`config.mk`:
```
export PLATFORM = sky130hd
export DESIGN_NAME = seg_display_ctrl
export DESIGN_NICKNAME = d
export VERILOG_FILES = /design/src/rtl/seg_display_pkg.sv /design/src/rtl/seg_display_hex_to_seg7.sv /design/src/rtl/seg_display_ctrl.sv
export SDC_FILE = /design/constraint.sdc
export NUM_CORES = 1
export LEC_CHECK = 0
export BUFFER_PORTS_ARGS = -buffer_cell sky130_fd_sc_hd__buf_2
export CAP_MARGIN = 25
export CORE_AREA = 5 5 96 121
export CTS_CLUSTER_DIAMETER = 30
export CTS_CLUSTER_SIZE = 16
export DETAILED_ROUTE_END_ITERATION = 8
export DIE_AREA = 0 0 101 126
export PLACE_DENSITY = 0.44
export RECOVER_POWER = 25
export SYNTH_ARGS = -nofsm -noshare
export SYNTH_HDL_FRONTEND = slang
export SYNTH_SLANG_ARGS = --single-unit
export TNS_END_PERCENT = 1
```
`constraint.sdc`:
```
create_clock -name clk_pi -period 5.9 [get_ports clk_pi]
set_input_delay 0.295 -clock clk_pi [delete_from_list [all_inputs] [get_ports clk_pi]]
set_output_delay 0.295 -clock clk_pi [all_outputs]
set_load 0.1 [all_outputs]
```
`src/rtl/seg_display_pkg.sv`:
```
// ----------------------------------------------------------------------------
// seg_display_pkg
//   Shared types and constants for the seven-segment display back end.
//   - state_e        : controller states (IDLE, HOLD, SHOW)
//   - SEG_BLANK/E/O  : active-low segment patterns {g,f,e,d,c,b,a}
//   - HEX_SEG_TABLE  : 16-entry hex digit to active-low segment table
//   - digit_anode()  : one-hot-low anode pattern for a digit index
// ----------------------------------------------------------------------------
package seg_display_pkg;

    typedef enum logic [1:0] {
        ST_IDLE = 2'd0,
        ST_HOLD = 2'd1,
        ST_SHOW = 2'd2
    } state_e;

    localparam logic [6:0] SEG_BLANK = 7'h7F;
    localparam logic [6:0] SEG_E     = 7'h06;
    localparam logic [6:0] SEG_O     = 7'h23;

    localparam logic [3:0] AN_OFF    = 4'hF;

    // Entry i holds the pattern for hex digit i (entry 15 is listed first).
    localparam logic [15:0][6:0] HEX_SEG_TABLE = {
        7'h0E, 7'h06, 7'h21, 7'h46,   // F E d C
        7'h03, 7'h08, 7'h10, 7'h00,   // b A 9 8
        7'h78, 7'h02, 7'h12, 7'h19,   // 7 6 5 4
        7'h30, 7'h24, 7'h79, 7'h40    // 3 2 1 0
    };

    function automatic logic [3:0] digit_anode(input logic [1:0] idx);
        return ~(4'b0001 << idx);
    endfunction

endpackage

```
`src/rtl/seg_display_hex_to_seg7.sv`:
```
// ----------------------------------------------------------------------------
// hex_to_seg7
//   Combinational 4-bit hex to 7-segment decoder, active-low outputs.
//   Ports:
//     nibble_i  in  4  hex value
//     seg_o     out 7  segments {g,f,e,d,c,b,a}, active-low
// ----------------------------------------------------------------------------
module hex_to_seg7
    import seg_display_pkg::*;
(
    input  logic [3:0] nibble_i,
    output logic [6:0] seg_o
);

    assign seg_o = HEX_SEG_TABLE[nibble_i];

endmodule

```
`src/rtl/seg_display_ctrl.sv`:
```
// ----------------------------------------------------------------------------
// seg_display_ctrl
//   Captures an 8-bit result, its op code and parity flags on a load
//   handshake and time-multiplexes them onto a 4-digit common-anode
//   seven-segment display. After each accepted load the block refuses new
//   loads for one full scan frame (4 * REFRESH_DIV cycles) so every value is
//   shown at least once.
//
//   Digit map: 0 = result[3:0], 1 = result[7:4], 2 = op, 3 = parity symbol
//   ('E' even, 'o' odd, blank when parity is disabled). The decimal point is
//   lit on digit 2 whenever parity is enabled.
//
//   Optional feature: define SEG_BLINK_EN to blink the odd-parity 'o' on
//   digit 3 with a half-period of 2^BLINK_LOG2 cycles.
//
//   Parameters:
//     REFRESH_DIV  cycles each digit stays lit (>= 2)
//     BLINK_LOG2   log2 of the blink half-period (SEG_BLINK_EN only)
//   Ports:
//     clk_pi      in  1  system clock
//     rst_n_pi    in  1  asynchronous active-low reset
//     load_pi     in  1  capture request, accepted when ready_po=1
//     result_pi   in  8  value to display
//     op_pi       in  4  operation code to display
//     p_en_pi     in  1  parity indicator enable
//     p_value_pi  in  1  parity flag, 1 = even
//     ready_po    out 1  load will be accepted
//     an_po       out 4  digit anodes, active-low one-hot
//     seg_po      out 7  segments {g,f,e,d,c,b,a}, active-low
//     dp_po       out 1  decimal point, active-low
// ----------------------------------------------------------------------------
module seg_display_ctrl
    import seg_display_pkg::*;
#(
    parameter int REFRESH_DIV = 50000,
    parameter int BLINK_LOG2  = 24
) (
    input  logic       clk_pi,
    input  logic       rst_n_pi,
    input  logic       load_pi,
    input  logic [7:0] result_pi,
    input  logic [3:0] op_pi,
    input  logic       p_en_pi,
    input  logic       p_value_pi,
    output logic       ready_po,
    output logic [3:0] an_po,
    output logic [6:0] seg_po,
    output logic       dp_po
);

    localparam int              CW       = $clog2(REFRESH_DIV);
    localparam logic [CW-1:0]   REF_LAST = CW'(REFRESH_DIV - 1);

    if (REFRESH_DIV < 2) begin : g_bad_refresh
        $error("REFRESH_DIV must be at least 2");
    end
    if (BLINK_LOG2 < 1) begin : g_bad_blink
        $error("BLINK_LOG2 must be at least 1");
    end

    state_e        state_q;
    logic          ready_q;
    logic [7:0]    res_q;
    logic [3:0]    op_q;
    logic          pen_q;
    logic          pval_q;
    logic [CW-1:0] ref_q;
    logic [1:0]    dig_q;
    logic [1:0]    frame_q;
    logic [3:0]    an_q;
    logic [6:0]    seg_q;
    logic          dp_q;

    logic [3:0]    an_d;
    logic [6:0]    seg_d;
    logic          dp_d;
    logic [3:0]    nibble;
    logic [6:0]    hex_seg;
    logic [6:0]    parity_seg;
    logic          accept;
    logic          ref_wrap;

    assign accept   = load_pi & ready_q;
    assign ref_wrap = (ref_q == REF_LAST);

`ifdef SEG_BLINK_EN
    localparam int BW = BLINK_LOG2 + 1;

    // Free-running from reset; the MSB toggles every 2^BLINK_LOG2 cycles.
    logic [BW-1:0] blink_q;

    always_ff @(posedge clk_pi or negedge rst_n_pi) begin
        if (!rst_n_pi) begin
            blink_q <= '0;
        end else begin
            blink_q <= blink_q + BW'(1);
        end
    end
`endif

    always_comb begin
        // NOTE: every combinational output gets a default first so that no
        // path through the block leaves it unassigned and infers a latch.
        nibble = 4'h0;
        case (dig_q)
            2'd0:    nibble = res_q[3:0];
            2'd1:    nibble = res_q[7:4];
            2'd2:    nibble = op_q;
            default: nibble = 4'h0;
        endcase
    end

    hex_to_seg7 u_hex_to_seg7 (
        .nibble_i (nibble),
        .seg_o    (hex_seg)
    );

    always_comb begin
        parity_seg = SEG_BLANK;
        if (pen_q) begin
            parity_seg = pval_q ? SEG_E : SEG_O;
        end
`ifdef SEG_BLINK_EN
        if (pen_q && !pval_q && blink_q[BW-1]) begin
            parity_seg = SEG_BLANK;
        end
`endif
    end

    // Next value of the registered display outputs, taken from the current
    // digit index so the display trails the scan state by one cycle.
    always_comb begin
        an_d  = AN_OFF;
        seg_d = SEG_BLANK;
        dp_d  = 1'b1;
        if (state_q != ST_IDLE) begin
            an_d  = digit_anode(dig_q);
            seg_d = (dig_q == 2'd3) ? parity_seg : hex_seg;
            dp_d  = ~((dig_q == 2'd2) & pen_q);
        end
    end

    // NOTE: captured operands are ordinary flops (not a memory), so they are
    // cleared by reset together with the rest of the state.
    always_ff @(posedge clk_pi or negedge rst_n_pi) begin
        if (!rst_n_pi) begin
            state_q <= ST_IDLE;
            ready_q <= 1'b1;
            res_q   <= '0;
            op_q    <= '0;
            pen_q   <= 1'b0;
            pval_q  <= 1'b0;
            ref_q   <= '0;
            dig_q   <= '0;
            frame_q <= '0;
            an_q    <= AN_OFF;
            seg_q   <= SEG_BLANK;
            dp_q    <= 1'b1;
        end else begin
            // NOTE: state registers use non-blocking assignments so every
            // flop samples values from before this edge.
            an_q  <= an_d;
            seg_q <= seg_d;
            dp_q  <= dp_d;

            if (accept) begin
                state_q <= ST_HOLD;
                ready_q <= 1'b0;
                res_q   <= result_pi;
                op_q    <= op_pi;
                pen_q   <= p_en_pi;
                pval_q  <= p_value_pi;
                ref_q   <= '0;
                dig_q   <= '0;
                frame_q <= '0;
            end else begin
                case (state_q)
                    ST_HOLD, ST_SHOW: begin
                        if (ref_wrap) begin
                            ref_q <= '0;
                            dig_q <= dig_q + 2'd1;
                        end else begin
                            ref_q <= ref_q + CW'(1);
                        end
                        // One full frame (four digit slots) ends the hold.
                        if (state_q == ST_HOLD && ref_wrap) begin
                            frame_q <= frame_q + 2'd1;
                            if (frame_q == 2'd3) begin
                                state_q <= ST_SHOW;
                                ready_q <= 1'b1;
                            end
                        end
                    end
                    default: begin
                        state_q <= ST_IDLE;
                    end
                endcase
            end
        end
    end

    assign ready_po = ready_q;
    assign an_po    = an_q;
    assign seg_po   = seg_q;
    assign dp_po    = dp_q;

endmodule

```
==> qor.yml <==
critical_path:
  worstReg2RegStart: "dig_q[0]"
  cp-start-kind: "register"
  cp-startpoint: "dig_q[0]"
  r2r_slack_ns: 3.45
  r2r_cells: 9
  crit_fanout: 6
  required_ns: 6.13
  worstPathArrival_ns: 2.68
  crit_path_end_kind: "register"
  worstSetupPathType: "register to register"
hold_path:
  holdPathStages: 3
  hp-class: "input pin to register"
  worstHoldStart: "op_pi[1]"
synthesis:
  synth-edff-count: 0
  post_synth_instance_area_mm2: 0.00252
  ys_seq_area_share_pct: 49.3
  synth_cells: 265
  synthTopCellsByArea: "dfrtp_1 (36%), dfstp_2 (14%), nand2_1 (8.8%)"
  async_reset_ff_share_pct: 100
  synth.avg_cell_area_um2: 9.52
  netlist-cell-type-count: 48
  synth_top_area_share_pct: 35.7
  synth_warnings: 0
  synth_largest_area_cell: "dfrtp_1"
  yosysMostFrequentCell: "nand2_1"
  synth_commonest_cells: "nand2_1 (59), dfrtp_1 (36), nor2_1 (25)"
  synth-seq-cells: 49
  synth_flop_cell: "dfrtp_1"
  synth_fp_nets: 296
cells_and_area:
  final_util_pct: 28.6
  regArea_mm2: 0.00124
  multi_input_area_mm2: 0.00121
  fillerInstances: 1103
  final_nets: 328
  area_growth_pct: 17.5
  antenna_cells: 0
  drive_above_1_share_pct: 18.8
  layout.cells.non_filler: 430
die:
  ioPinCount: 30
  row_count: 42
  dieArea_mm2: 0.0127
  fp.dieH_um: 126
  die_w_um: 101
  initial_core_util_pct: 24.4
  core_mm2: 0.0104
placement:
  io_buffer_count: 29
  hpwl_um: 4370
  place_inst: 422
  place_congestion: 0.826
timing:
  maxSlewViolCount: 50
  relSlewSlack_pct: -74.1
  hold_violations: 0
  fmax_mhz: 407
  tightest_slew_ns: 2.61
  setup_viol: 0
  rsz0062_at_grt: "no"
  clock_skew_ns: 0.00498
  timing.hold.ws_ns: 0.205
  tns_ns: 0
  fin_crit_ns: 2.45
  fin_crit_sh_pct: 41.6
routing:
  final_antenna_net_count: 0
  wl_um: 5790
  first_iter_violations: 43
  vias_per_cell: 4.54
  route.detailed.drc: 0
  vias: 1953
  wl_per_cell_um: 13.5
  first_pass_iters: 4
global_route:
  grt_max_degree: 50
  grt_use_total_pct: 9.72
  grt_most_used_layer: "met2"
  use_met3_pct: 2.05
  use_met1_pct: 11.0
  first_global_vias: 2060
  met2_usage_pct: 17.5
  antenna_found_initial: 0
  grt_pass1_wl_um: 9940
  grt-ovfl-total: 0
clock_tree:
  cts_tree: "done"
  cts_made_buffers: 5
  clockBufferDepth: 2
  cts.root.buffer_cell: "clkbuf_16"
  clock_latency_ns: 0.28
  cts_setup_buffers: 0
  cts-hold-fix-buffers: 0
  path_clk_slew_ns: 0.06
  cts.repair.resized: 0
  cts.sinks: 49
  cts-htree-levels: 2
status:
  status: "complete, but fails checks"
  violations: "capacitance limit, slew limit"
pwr:
  vdd_drop_max_mv: 0.115
  leakage_nw: 1.43
  cellPowerDensity_mw_per_mm2: 346
run:
  maxCapViolCount: 1
[kinds of logic (layout without fill, tap and decap cells)]
logic type,count (synthesis),count (layout),share of synthesized area [%]
flip-flops,49,49,49.3
XOR/XNOR,12,12,4.17
buffers and inverters,17,50,2.88
adder cells (fa/ha/maj),14,14,6.94
AND/OR/NAND/NOR,135,135,25.7
AO/OA/AOI/OAI,36,36,10.3
multiplexers,2,2,0.794
[per-stage QoR]
step / instance area (um2) / worst slack [ns] / power, mW
3_3_place_gp: 2820 / 3.55 / 0.749
4_1_cts: 2970 / 3.43 / 1.04
2_1_floorplan: 2520 / 3.70 / 0.685
6_report: 2960 / 3.45 / 1.03
3_5_place_dp: 2820 / 3.46 / 0.750
5_1_grt: 2960 / 2.77 / 1.09
[worst paths after layout]
check	end
min	op_q[1]
min in group asynchronous	res_q[3]
min reg2reg	seg_po[5]
max	seg_po[0]
max reg2reg	seg_po[0]
max in group asynchronous	res_q[4]
[layout by cell type (no fill, tap or decap), types with 4 or more instances in the layout]
master / count
nand3_1: 13
a222oi_1: 4
a31oi_1: 4
o21ai_0: 4
inv_1: 10
dfstp_2: 13
nand4_1: 5
clkbuf_16: 5
a21oi_1: 9
nor2_1: 25
nand2b_1: 10
nand2_1: 59
buf_2: 29
xor2_1: 9
ha_1: 14
dfrtp_1: 36
[layer usage]
layer | part of all wire (%) | vias to the layer above | wire length [um]
met5 | 0 | - | 0
met4 | 2.7 | 0 | 157
met3 | 4.4 | 12 | 253
met2 | 50 | 41 | 2910
met1 | 43 | 918 | 2470
li1 | - | 982 | -
[report_power, final]
group	total [mW]	internal, mW	switching, mW
registers	0.449	0.400	0.0483
logic	0.293	0.0797	0.213
clock network	0.285	0.169	0.116
total	1.03	0.649	0.377
[worst max-delay path: stages, from the launching register on]
cell and delay (ns):
dfrtp_1 0.38, inv_1 0.09, ha_1 0.29, a222oi_1 0.54, nor2_1 0.18, inv_1 0.15, ha_1 0.24, nand2b_1 0.11
a221oi_1 0.28, or4_1 0.14
[flip-flops by register name, summed over array words and instances, names as in the netlist]
name      cells
an_po         4
pval_q        1
state_q       2
pen_q         1
ready_po      1
frame_q       2
seg_po        7
dig_q         2
ref_q        16
dp_po         1
op_q          4
res_q         8
[final cells by class]
cell class	instances	share of cell area, %
Tap cell	132	5.57
Timing Repair Buffer	32	5.53
Multi-Input combinational cell	199	40.8
Clock buffer	8	4.94
Sequential cell	49	41.9
Inverter	10	1.27
No activity file was read; power rests on OpenSTA's default activity.
